===== config.mk =====
export PLATFORM = sky130hd
export DESIGN_NAME = seq_mag_cmp_flat
export DESIGN_NICKNAME = d
export VERILOG_FILES = /design/src/rtl/seq_mag_cmp_if.sv /design/src/rtl/seq_mag_cmp.sv /design/src/flat_wrapper.sv
export SDC_FILE = /design/constraint.sdc
export NUM_CORES = 1
export LEC_CHECK = 0
export CAP_MARGIN = 5
export CORE_UTILIZATION = 53
export DETAILED_ROUTE_END_ITERATION = 6
export MAX_ROUTING_LAYER = met4
export PLACE_DENSITY = 0.95
export SKIP_LAST_GASP = 1
export SLEW_MARGIN = 20
export SYNTH_ARGS = -nofsm -noshare
export SYNTH_HDL_FRONTEND = slang
export SYNTH_SLANG_ARGS = --single-unit

===== constraint.sdc =====
create_clock -name clk -period 4 [get_ports clk]
set_clock_uncertainty 0.05 [all_clocks]
set_input_delay 1.2 -clock clk [delete_from_list [all_inputs] [get_ports clk]]
set_output_delay 1.2 -clock clk [all_outputs]
set_load 0.005 [all_outputs]

===== src/rtl/seq_mag_cmp_if.sv =====
// Handshake and operand/result bundle for seq_mag_cmp.
// master drives start/a/b; slave (the comparator) returns ready/done_tick/flags.
interface seq_mag_cmp_if #(
    parameter int unsigned W = 8
);
    logic         start;
    logic [W-1:0] a;
    logic [W-1:0] b;
    logic         ready;
    logic         done_tick;
    logic         gt;
    logic         eq;
    logic         lt;

    modport master (
        output start, a, b,
        input  ready, done_tick, gt, eq, lt
    );

    modport slave (
        input  start, a, b,
        output ready, done_tick, gt, eq, lt
    );
endinterface


===== src/rtl/seq_mag_cmp.sv =====
// Iterative MSB-first magnitude comparator, D bits per cycle, early exit on first differing digit.
// Define SEQ_MAG_CMP_SIGNED_EN to compare two's-complement operands instead of unsigned.
module seq_mag_cmp #(
    parameter int unsigned W = 8,
    parameter int unsigned D = 2
) (
    input logic          clk,
    input logic          reset_n,
    seq_mag_cmp_if.slave bus
);
    localparam int unsigned N  = W / D;
    localparam int unsigned CW = (N > 1) ? $clog2(N) : 1;
    localparam logic [CW-1:0] LastIdx = CW'(N - 1);

    typedef enum logic [1:0] {StIdle, StRun, StDone} state_e;

    state_e        state_q, state_d;
    logic [W-1:0]  a_q, a_d, b_q, b_d;
    logic [W-1:0]  a_in, b_in;
    logic [CW-1:0] cnt_q, cnt_d;
    logic          gt_q, gt_d, eq_q, eq_d, lt_q, lt_d;
    logic [D-1:0]  a_dig, b_dig;
    logic          dig_ne, last_dig;

`ifdef SEQ_MAG_CMP_SIGNED_EN
    // Offset-binary: flipping the sign bit turns a signed compare into an unsigned one.
    localparam logic [W-1:0] SignMask = {1'b1, {(W-1){1'b0}}};
    assign a_in = bus.a ^ SignMask;
    assign b_in = bus.b ^ SignMask;
`else
    assign a_in = bus.a;
    assign b_in = bus.b;
`endif

    assign a_dig    = a_q[W-1 -: D];
    assign b_dig    = b_q[W-1 -: D];
    assign dig_ne   = (a_dig != b_dig);
    assign last_dig = (cnt_q == LastIdx);

    always_ff @(posedge clk or negedge reset_n) begin
        if (!reset_n) begin
            state_q <= StIdle;
        end else begin
            state_q <= state_d;
        end
    end

    always_comb begin
        state_d = state_q;
        unique case (state_q)
            StIdle:  if (bus.start) state_d = StRun;
            StRun:   if (dig_ne || last_dig) state_d = StDone;
            StDone:  state_d = StIdle;
            default: state_d = StIdle;
        endcase
    end

    always_comb begin
        bus.ready     = (state_q == StIdle);
        bus.done_tick = (state_q == StDone);
    end

    always_ff @(posedge clk or negedge reset_n) begin
        if (!reset_n) begin
            a_q   <= '0;
            b_q   <= '0;
            cnt_q <= '0;
            gt_q  <= 1'b0;
            eq_q  <= 1'b0;
            lt_q  <= 1'b0;
        end else begin
            a_q   <= a_d;
            b_q   <= b_d;
            cnt_q <= cnt_d;
            gt_q  <= gt_d;
            eq_q  <= eq_d;
            lt_q  <= lt_d;
        end
    end

    // Flags only change on the cycle that resolves the compare, so they hold through RUN.
    always_comb begin
        a_d   = a_q;
        b_d   = b_q;
        cnt_d = cnt_q;
        gt_d  = gt_q;
        eq_d  = eq_q;
        lt_d  = lt_q;
        unique case (state_q)
            StIdle: begin
                if (bus.start) begin
                    a_d   = a_in;
                    b_d   = b_in;
                    cnt_d = '0;
                end
            end
            StRun: begin
                if (dig_ne) begin
                    gt_d = (a_dig > b_dig);
                    lt_d = (a_dig < b_dig);
                    eq_d = 1'b0;
                end else if (last_dig) begin
                    gt_d = 1'b0;
                    eq_d = 1'b1;
                    lt_d = 1'b0;
                end else begin
                    a_d   = a_q << D;
                    b_d   = b_q << D;
                    cnt_d = cnt_q + CW'(1);
                end
            end
            default: ;
        endcase
    end

    assign bus.gt = gt_q;
    assign bus.eq = eq_q;
    assign bus.lt = lt_q;
endmodule

===== src/flat_wrapper.sv =====
// flat-port wrapper written by rule: the top's interface ports become plain ports
module seq_mag_cmp_flat 
#(
    parameter int unsigned W = 8,
    parameter int unsigned D = 2
)
  (clk, reset_n, bus_start, bus_a, bus_b, bus_ready, bus_done_tick, bus_gt, bus_eq, bus_lt);
  seq_mag_cmp_if #(.W(W)) bus_i ();
  input logic clk;
  input logic reset_n;
  input wire logic [$bits(bus_i.start)-1:0] bus_start;
  input wire logic [$bits(bus_i.a)-1:0] bus_a;
  input wire logic [$bits(bus_i.b)-1:0] bus_b;
  output wire logic [$bits(bus_i.ready)-1:0] bus_ready;
  output wire logic [$bits(bus_i.done_tick)-1:0] bus_done_tick;
  output wire logic [$bits(bus_i.gt)-1:0] bus_gt;
  output wire logic [$bits(bus_i.eq)-1:0] bus_eq;
  output wire logic [$bits(bus_i.lt)-1:0] bus_lt;
  assign bus_i.start = bus_start;
  assign bus_i.a = bus_a;
  assign bus_i.b = bus_b;
  assign bus_ready = bus_i.ready;
  assign bus_done_tick = bus_i.done_tick;
  assign bus_gt = bus_i.gt;
  assign bus_eq = bus_i.eq;
  assign bus_lt = bus_i.lt;
  seq_mag_cmp #(.W(W), .D(D)) u_core (.clk(clk), .reset_n(reset_n), .bus(bus_i));
endmodule

==> impl_metrics.tcl <==
set metrics [dict create \
    holdCritStartpoint "u_core.bus.gt" \
    crit_start "u_core.state_q[0]" \
    final_hold_viol_count 0 \
    netlist_area_um2 1130 \
    pin_count 24 \
    end_kind "output pin" \
    drt-pass1-iter-count 4 \
    final_cells 148 \
    ys_seq_area_share_pct 51.0 \
    drtIter0Drc 17 \
    hold_buffers 0 \
    dp.final_hpwl_um 1790 \
    endpoint "bus_ready" \
    rows 16 \
    swShare_pct 38.5 \
    synth_top_area_share_pct 51.0 \
    ys_seq_elements 23 \
    required_ns 2.75 \
    p_switching_uw 384 \
    dp_cells 144 \
    power_uw 997 \
    critPathLaunchType "register" \
    rrSetupSlack_ns 2.16 \
    timing.rr.end "u_core.b_q[7]" \
    yosys-top-cells-area "dfrtp_1, o221a_1, nand2b_1" \
    grt_pass1_vias 836 \
    worst_pin_slew_ns 0.751 \
    area_growth_pct 22.5 \
    initial_core_util_pct 56.9 \
    clock_latency_ns 0.30 \
    setup_tns_ns 0 \
    outcome "finished, final reports clean" \
    fill_cells 141 \
    final_nets 144 \
    htree_levels 1 \
    post_cts_buffers 0 \
    slew_headroom_pct 49.7 \
    syn_area_per_cell_um2 11.5 \
    clkPwrFrac_pct 10.6 \
    synth_top_area_cell "dfrtp_1" \
    wl_per_cell_um 15.6 \
    layout_common_cells "dfrtp_1, clkdlybuf4s50_1, nand2b_1, o221a_1, a21oi_1" \
    drt-total-wl_um 2320 \
    ir_worst_vdd_uv 440 \
    arrival_ns 1.53 \
    p_int_uw 613 \
    grt_max_degree 24 \
    die_area_um2 2320 \
    crit_path_max_fanout 13 \
    hp-class "register to register" \
    vias 846 \
    r2r_start "u_core.b_q[7]" \
    dieWidth_um 48.1 \
    root_buffer "clkbuf_4" \
    drv_slew 0 \
    power_frac_seq_pct 43.8 \
    yosysWarnings 0 \
    max_freq_mhz 360 \
    cts_buffers 3 \
    drive_gt1_share_pct 5.79 \
    rsz0062_at_grt "no" \
    period_minus_slack_ns 2.78 \
    drv_cap 0 \
    combPwrFrac_pct 45.6 \
    vias_per_cell 5.72 \
    yosysUniqueCellTypes 24 \
    cts_resized 0 \
    path_clk_slew_ns 0.12 \
    power-per-cell-area_nw_per_um2 721 \
    die_height_um 48.1 \
    final_antenna_net_count 0 \
    postSynthCellCount 98 \
    mostFrequentLayoutCell "dfrtp_1" \
    gp_congestion 0.804 \
    coreArea_um2 1980 \
    cts_buffer_depth 2 \
    setup_viol 0 \
    rr_worst_depth 5 \
    synth_nets 120 \
    crit_type "register to output pin" \
    clock-sinks 23 \
    register_area_um2 576 \
    grt_overflow_total 0 \
    cts_tree "yes" \
    grt_pass1_wl_um 3560 \
    antenna_cells 0 \
    grtUsageTotal_pct 23.5 \
    p_leak_uw 0.000574 \
    antenna_found_initial 0 \
    port_buffers 23 \
    drc 0 \
    post-route-period-util_pct 69.5 \
    multi_input_area_um2 507 \
]
-- cell families after synthesis --
group | count (synthesis) | share of synthesized area, %
AND/OR/NAND/NOR | 35 | 18.4
AO/OA/AOI/OAI | 29 | 23.2
flip-flops | 23 | 51.0
buffers and inverters | 8 | 4.10
adder cells (fa/ha/maj) | 3 | 3.33
-- area by class of cell --
| type | instances | area share (%) |
|---|---|---|
| Timing Repair Buffer | 23 | 16.3 |
| Sequential cell | 23 | 41.6 |
| Multi-Input combinational cell | 67 | 36.7 |
| Inverter | 4 | 1.09 |
| Clock buffer | 4 | 1.90 |
| Tap cell | 27 | 2.44 |
-- through the flow --
stage / hold slack, ns / worst slack, ns / area [µm²] / util [%]
2_1_floorplan: 0.421 / 1.94 / 1130 / -
3_5_place_dp: 0.433 / 0.937 / 1360 / 68.7
6_report: 0.459 / 1.22 / 1380 / 69.8
5_1_grt: 0.474 / 1.12 / 1380 / 69.8
4_1_cts: 0.464 / 1.21 / 1390 / 70.0
3_3_place_gp: 0.425 / 1.04 / 1360 / 68.7
-- layer usage --
layer / track usage [%] / share of wire (%)
met1: 28.4 / 43
met2: 39.2 / 53
met3: 3.33 / 3.0
met4: 9.44 / 1.2
met5: - / 0
-- worst max-delay path: stages, from the launching register on --
cell,delay (ns)
dfrtp_1,0.55
nor2_1,0.17
clkdlybuf4s50_1,0.51
-- synthesized netlist by cell type, drive strengths merged --
cell type	count
clkbuf	1
o221a	12
ha	3
a21o	2
o2bb2ai	5
buf	3
and2b	1
nor2	2
a21oi	7
and3b	1
nand3b	1
nand2	6
dfrtp	23
nor2b	6
o311ai	1
nor3b	1
nand2b	13
a22o	1
o21bai	1
inv	4
nand3	4
-- power groups by stage --
stage | registers, µW | clock network [µW] | logic (µW)
after CTS | 434 | 110 | 456
final | 437 | 105 | 455
after global placement | 429 | 0 | 424
after global routing | 448 | 116 | 499
after floorplan | 400 | 0 | 358
after detailed placement | 439 | 0 | 457
-- sequential cells by signal, summed over array words and instances (netlist names) --
| name | flops |
|---|---|
| u_core.state_q | 2 |
| u_core.bus.gt | 1 |
| u_core.bus.lt | 1 |
| u_core.a_q | 8 |
| u_core.cnt_q | 2 |
| u_core.bus.eq | 1 |
| u_core.b_q | 8 |
-- how the worst min path moves through the flow --
stage                               end  slack (ns)  cells after the start
after global routing      u_core.bus.gt        0.47                      1
after floorplan           u_core.a_q[0]        0.42                      1
after global placement    u_core.bus.gt        0.43                      1
final                     u_core.bus.gt        0.46                      1
after detailed placement  u_core.bus.gt        0.43                      1
after CTS                 u_core.bus.gt        0.46                      1
No activity file was read; power rests on OpenSTA's default activity.
